===== src/rtl/lns_mul_stage.sv =====
// lns_mul_stage: two-stage LNS multiply front-end feeding the LNS adder over valid/ready.
// Optional sticky overflow/underflow flags are enabled by defining LNS_MUL_FLAGS_EN.
module lns_mul_stage #(
    parameter int WIDTH = 12
) (
    input  logic             clk,
    input  logic             rst,
    input  logic             in_valid,
    output logic             in_ready,
    input  logic [WIDTH-1:0] in_a,
    input  logic [WIDTH-1:0] in_b,
    input  logic [WIDTH-1:0] in_c,
    output logic             out_valid,
    input  logic             out_ready,
    output logic [WIDTH-1:0] out_p,
    output logic [WIDTH-1:0] out_c,
`ifdef LNS_MUL_FLAGS_EN
    input  logic             clr_flags,
`endif
    output logic             ovf_flag,
    output logic             unf_flag
);
    localparam logic signed [WIDTH-1:0] LMAX = WIDTH'(2 ** (WIDTH - 2) - 1);
    localparam logic signed [WIDTH-1:0] LMIN = ~LMAX;
    localparam logic [WIDTH-1:0] ZCODE = {2'b01, {(WIDTH - 2){1'b0}}};

    logic             s1_v_q, s1_v_d, s2_v_q, s2_v_d;
    logic             s1_sign_q, s1_zero_q, s1_zero_d;
    logic [WIDTH-1:0] s1_sum_q, s1_sum_d, s1_c_q, p_q, p_d, c_q;
    logic             in_xfer, out_xfer, s1_adv, ovf_ev, unf_ev;

    assign out_xfer  = s2_v_q && out_ready;
    assign s1_adv    = s1_v_q && (!s2_v_q || out_xfer);
    assign in_ready  = !s1_v_q || s1_adv;
    assign in_xfer   = in_valid && in_ready;
    assign out_valid = s2_v_q;
    assign out_p     = p_q;
    assign out_c     = c_q;

    always_comb begin
        s1_v_d    = in_xfer ? 1'b1 : (s1_adv ? 1'b0 : s1_v_q);
        s2_v_d    = s1_adv ? 1'b1 : (out_xfer ? 1'b0 : s2_v_q);
        s1_sum_d  = {in_a[WIDTH-2], in_a[WIDTH-2:0]} + {in_b[WIDTH-2], in_b[WIDTH-2:0]};
        s1_zero_d = (in_a[WIDTH-2:0] == ZCODE[WIDTH-2:0]) || (in_b[WIDTH-2:0] == ZCODE[WIDTH-2:0]);
        // Zero operands bypass classification so they never raise an event.
        ovf_ev    = !s1_zero_q && ($signed(s1_sum_q) > LMAX);
        unf_ev    = !s1_zero_q && ($signed(s1_sum_q) <= LMIN);
        p_d       = (s1_zero_q || unf_ev) ? ZCODE :
                    ovf_ev ? {s1_sign_q, LMAX[WIDTH-2:0]} : {s1_sign_q, s1_sum_q[WIDTH-2:0]};
    end

    always_ff @(posedge clk) begin
        if (rst) begin
            s1_v_q    <= 1'b0;
            s2_v_q    <= 1'b0;
            s1_sign_q <= 1'b0;
            s1_zero_q <= 1'b0;
            s1_sum_q  <= '0;
            s1_c_q    <= '0;
            p_q       <= '0;
            c_q       <= '0;
        end else begin
            s1_v_q <= s1_v_d;
            s2_v_q <= s2_v_d;
            if (in_xfer) begin
                s1_sign_q <= in_a[WIDTH-1] ^ in_b[WIDTH-1];
                s1_zero_q <= s1_zero_d;
                s1_sum_q  <= s1_sum_d;
                s1_c_q    <= in_c;
            end
            if (s1_adv) begin
                p_q <= p_d;
                c_q <= s1_c_q;
            end
        end
    end

`ifdef LNS_MUL_FLAGS_EN
    logic ovf_q, unf_q;

    // A new event outranks a simultaneous clear.
    always_ff @(posedge clk) begin
        if (rst) begin
            ovf_q <= 1'b0;
            unf_q <= 1'b0;
        end else begin
            ovf_q <= (s1_adv && ovf_ev) || (ovf_q && !clr_flags);
            unf_q <= (s1_adv && unf_ev) || (unf_q && !clr_flags);
        end
    end

    assign ovf_flag = ovf_q;
    assign unf_flag = unf_q;
`else
    assign ovf_flag = 1'b0;
    assign unf_flag = 1'b0;
`endif
endmodule


===== config.mk =====
export PLATFORM = sky130hd
export DESIGN_NAME = lns_mul_stage
export DESIGN_NICKNAME = d
export VERILOG_FILES = /design/src/rtl/lns_mul_stage.sv
export SDC_FILE = /design/constraint.sdc
export NUM_CORES = 1
export LEC_CHECK = 0
export ABC_CLOCK_PERIOD_IN_PS = 2280
export BUFFER_PORTS_ARGS = -buffer_cell sky130_fd_sc_hd__buf_2
export CAP_MARGIN = 15
export CELL_PAD_IN_SITES_DETAIL_PLACEMENT = 2
export CELL_PAD_IN_SITES_GLOBAL_PLACEMENT = 2
export CORE_UTILIZATION = 29
export DETAILED_ROUTE_END_ITERATION = 8
export PLACE_DENSITY_LB_ADDON = 0.15
export SKIP_CTS_REPAIR_TIMING = 1
export SLEW_MARGIN = 30
export SYNTH_ARGS = -nofsm -noshare
export SYNTH_HDL_FRONTEND = slang
export SYNTH_SLANG_ARGS = --single-unit

===== constraint.sdc =====
create_clock -name clk -period 2.28 [get_ports clk]
set_clock_uncertainty 0.2 [all_clocks]
set_input_delay 0.114 -clock clk [delete_from_list [all_inputs] [get_ports clk]]
set_output_delay 0.114 -clock clk [all_outputs]
set_load 0.02 [all_outputs]

==> results summary <==
The cell row count came out at 32. The total iterations of the first detailed-routing run is 4. The number of warnings reported in the yosys synthesis log is 0. The initial utilization of the core area, before any placement, comes to 30.3%. The critical path startpoint category is a primary input. In the synthesized netlist, the cells that appear most often are sky130_fd_sc_hd__nand2_1, sky130_fd_sc_hd__a21oi_1, sky130_fd_sc_hd__dfxtp_1, sky130_fd_sc_hd__nor2_1, sky130_fd_sc_hd__nor3_1. Detailed placement finished with a half-perimeter wire length of 5.38 mm. The final worst setup slack is 249 ps. The core area came out at 0.00785 mm². The pin count of the biggest net entering global routing came out at 32. The number of inserted diodes came out at 0. The post-placement cell count came out at 456. The synthesized flop and latch total is 52.

The final instance count without filler cells came out at 485. For this design the top-level I/O count stands at 68. The post-route fraction of the period consumed by the critical path came out at 89.1%. The CTS tree is built.

The routability congestion estimate from global placement is 0.729. The fmax is 0.492 GHz. After clock tree synthesis, the clock-pin slew on the worst setup and hold paths is 80 ps. The highest net fanout along the worst path came out at 5. The total of max-cap violations came out at 0. The clock latency of the later-clocked register in the worst-skew pair is 320 ps.

Summed over all layers, the global routing overflow is 0. Across every metal layer, demand over resource in global routing totals 17.1%. Setup repair after global routing left no endpoint under its margin. The count of final setup violators is 0. The full die area is 0.00856 mm². In this run, distinct cell masters in the synthesized netlist total 36. The number of CTS-inserted buffers is 5.

For this run, the leading register cell type out of synthesis is sky130_fd_sc_hd__dfxtp_1. The die extent in x is 92.5 µm. The checks that failed: hold timing. From bottom edge to top edge, the die measures 92.5 µm.

The number of max-slew violations in the final report came out at 0. The setup path with the least slack is of type in2reg. The violation count after the first detailed-routing iteration came out at 42.

Before CTS, the worst setup slack after placement is 79.2 ps. The final hold violation count is 1. The most instantiated library cell after synthesis is sky130_fd_sc_hd__nand2_1. The worst ir drop on vdd is 0.219 mV. The worst-case clock buffer depth came out at 2. The final hold slack is -24.2 ps.

For the pin with the worst max-slew slack, the measured transition is 737 ps. The kind of end point of the critical path is a register. The placement-stage cell area came out at 0.00282 mm². The highest cell delay on the worst timing path came out at 520 ps. Counting every instance in the synthesized netlist gives 300. The via count of the first global-routing pass is 2425. Setup total negative slack on the finished layout was measured at 0 ps. The wire length after detailed routing is 7.23 mm. After synthesis, the largest area contributor takes up 43.8% of total cell area. The number of antenna violations at the first check in global routing came out at 0. In the synthesized netlist the async set-or-reset flop fraction comes to 0%. The synthesized design contains 0 enable-type register cells.

The count of vias placed by the detailed router came out at 2379. The reported leakage power is 1.32 nW. The via-per-instance ratio came out at 4.91. The fraction of the yosys area taken by sequential cells came out at 43.8%. Yosys attributes the largest share of cell area to sky130_fd_sc_hd__dfxtp_1, sky130_fd_sc_hd__a21oi_1, sky130_fd_sc_hd__nand2_1.

The routed wire length per instance came out at 14.9 µm. The area overhead of the layout relative to synthesis came out at 31.1%. Among all stages on the critical path, the largest delay is contributed by sky130_fd_sc_hd__dlygate4sd3_1. The global-route wire length before repair is 11.7 mm. The time the worst path needs with I/O delays and setup is 2030 ps.

Walking the worst path, the cells encountered are dlygate4sd3_1 > buf_2 > ha_1 > o211ai_1 > o21ai_1 > a31oi_1 > xnor2_1 > o31ai_1. The run finished, with violations left. The residual antenna-violating net count after detailed routing came out at 0. The synthesized area per cell came out at 7.92 µm².

The master cell of the clock root buffer is sky130_fd_sc_hd__clkbuf_8. The number of H-tree levels came out at 2. The min-delay analysis places its worst path in the category in2reg. The power per cell area is 636 mW/mm².

In the routed design, unresolved DRC markers number 0. sky130_fd_sc_hd__dfxtp_1 takes more of the synthesized area than any other cell. The clock net sink count came out at 52.

The count of buffers inserted at the top-level ports is 65. Summing all non-filler instances in the final layout gives an area of 0.00312 mm². The number of nets in the final layout is 434. The required time of the worst setup path is 2290 ps. Cells with a size suffix above 1 make up 21.7% of the layout. The remaining max-slew budget at the tightest pin is 50.9%. The endpoint arrival time on the critical path came out at 2040 ps.

The mapped netlist covers 0.00238 mm².
placed cells by master (no fill, tap or decap), types with 7 or more instances in the layout:
| cell | instances |
|---|---|
| sky130_fd_sc_hd__dfxtp_1 | 52 |
| sky130_fd_sc_hd__nor2_1 | 18 |
| sky130_fd_sc_hd__buf_2 | 65 |
| sky130_fd_sc_hd__nand2_1 | 72 |
| sky130_fd_sc_hd__a21oi_1 | 55 |
| sky130_fd_sc_hd__nand3_1 | 7 |
| sky130_fd_sc_hd__dlygate4sd3_1 | 21 |
| sky130_fd_sc_hd__nor3_1 | 13 |
| sky130_fd_sc_hd__ha_1 | 11 |
| sky130_fd_sc_hd__xnor2_1 | 7 |
sequential cells by signal (all words and copies together) (netlist names):
signal,cells
out_c,12
out_p,12
s1_c_q,12
s1_sum_q,12
out_valid,1
s1_sign_q,1
s1_v_q,1
s1_zero_q,1
where the power goes:
group	switching (W)	internal [W]
Combinational	0.000247	0.000181
Clock	0.000330	0.000219
Sequential	0.0000394	0.000966
Total	0.000617	0.00137
worst max-delay path: cells and delay by family:
family	cells	cell delay [ps]
AOI/OAI and AO/OA	4	730
buffers and inverters	2	650
adders and majority gates	1	380
xor gates and xnor gates	1	160
area by class of cell:
class,instances,area (µm²)
Timing Repair Buffer,92,593
Sequential cell,52,1040
Fill cell,938,4730
Tap cell,102,128
Inverter,4,15.0
Multi-Input combinational cell,227,1250
Clock buffer,5,68.8
Clock inverter,3,21.3
final timing paths:
path / startpoint / end / slack, ps / depth (start not counted)
min reg2reg: s1_c_q[3] / out_c[3] / 260 / 2
max: in_a[5] / s1_sum_q[10] / 250 / 8
max reg2reg: s1_sum_q[10] / out_p[0] / 450 / 4
min: in_a[8] / s1_zero_q / -20 / 4
routing by layer:
layer  part of all wire (%)  vias up  global-route usage [%]
li1                       -     1193                       -
met2                     47       47                    29.0
met1                     49     1129                    22.4
met5                      0        -                       0
met4                    1.4        0                    5.34
met3                    2.9       10                    2.55
cell families (layout without fill, tap and decap cells):
logic type / Yosys count / in the layout / synth area share [%]
buffers and inverters: 22 / 104 / 4.05
other: 1 / 2 / 0.158
adders and majority gates: 12 / 12 / 6.63
DFF: 52 / 52 / 43.8
xor gates and xnor gates: 9 / 9 / 3.32
and+or+nand+nor: 126 / 126 / 23.1
AOI/OAI and AO/OA: 78 / 78 / 18.9
per-stage QoR:
| step | utilization [%] | total power, W |
|---|---|---|
| 2_1_floorplan | - | 0.00128 |
| 3_3_place_gp | 35.8 | 0.00141 |
| 3_5_place_dp | 35.9 | 0.00143 |
| 4_1_cts | 37.0 | 0.00198 |
| 5_1_grt | 39.7 | 0.00209 |
| 6_report | 39.7 | 0.00198 |
(Power assumes the default switching activity.)
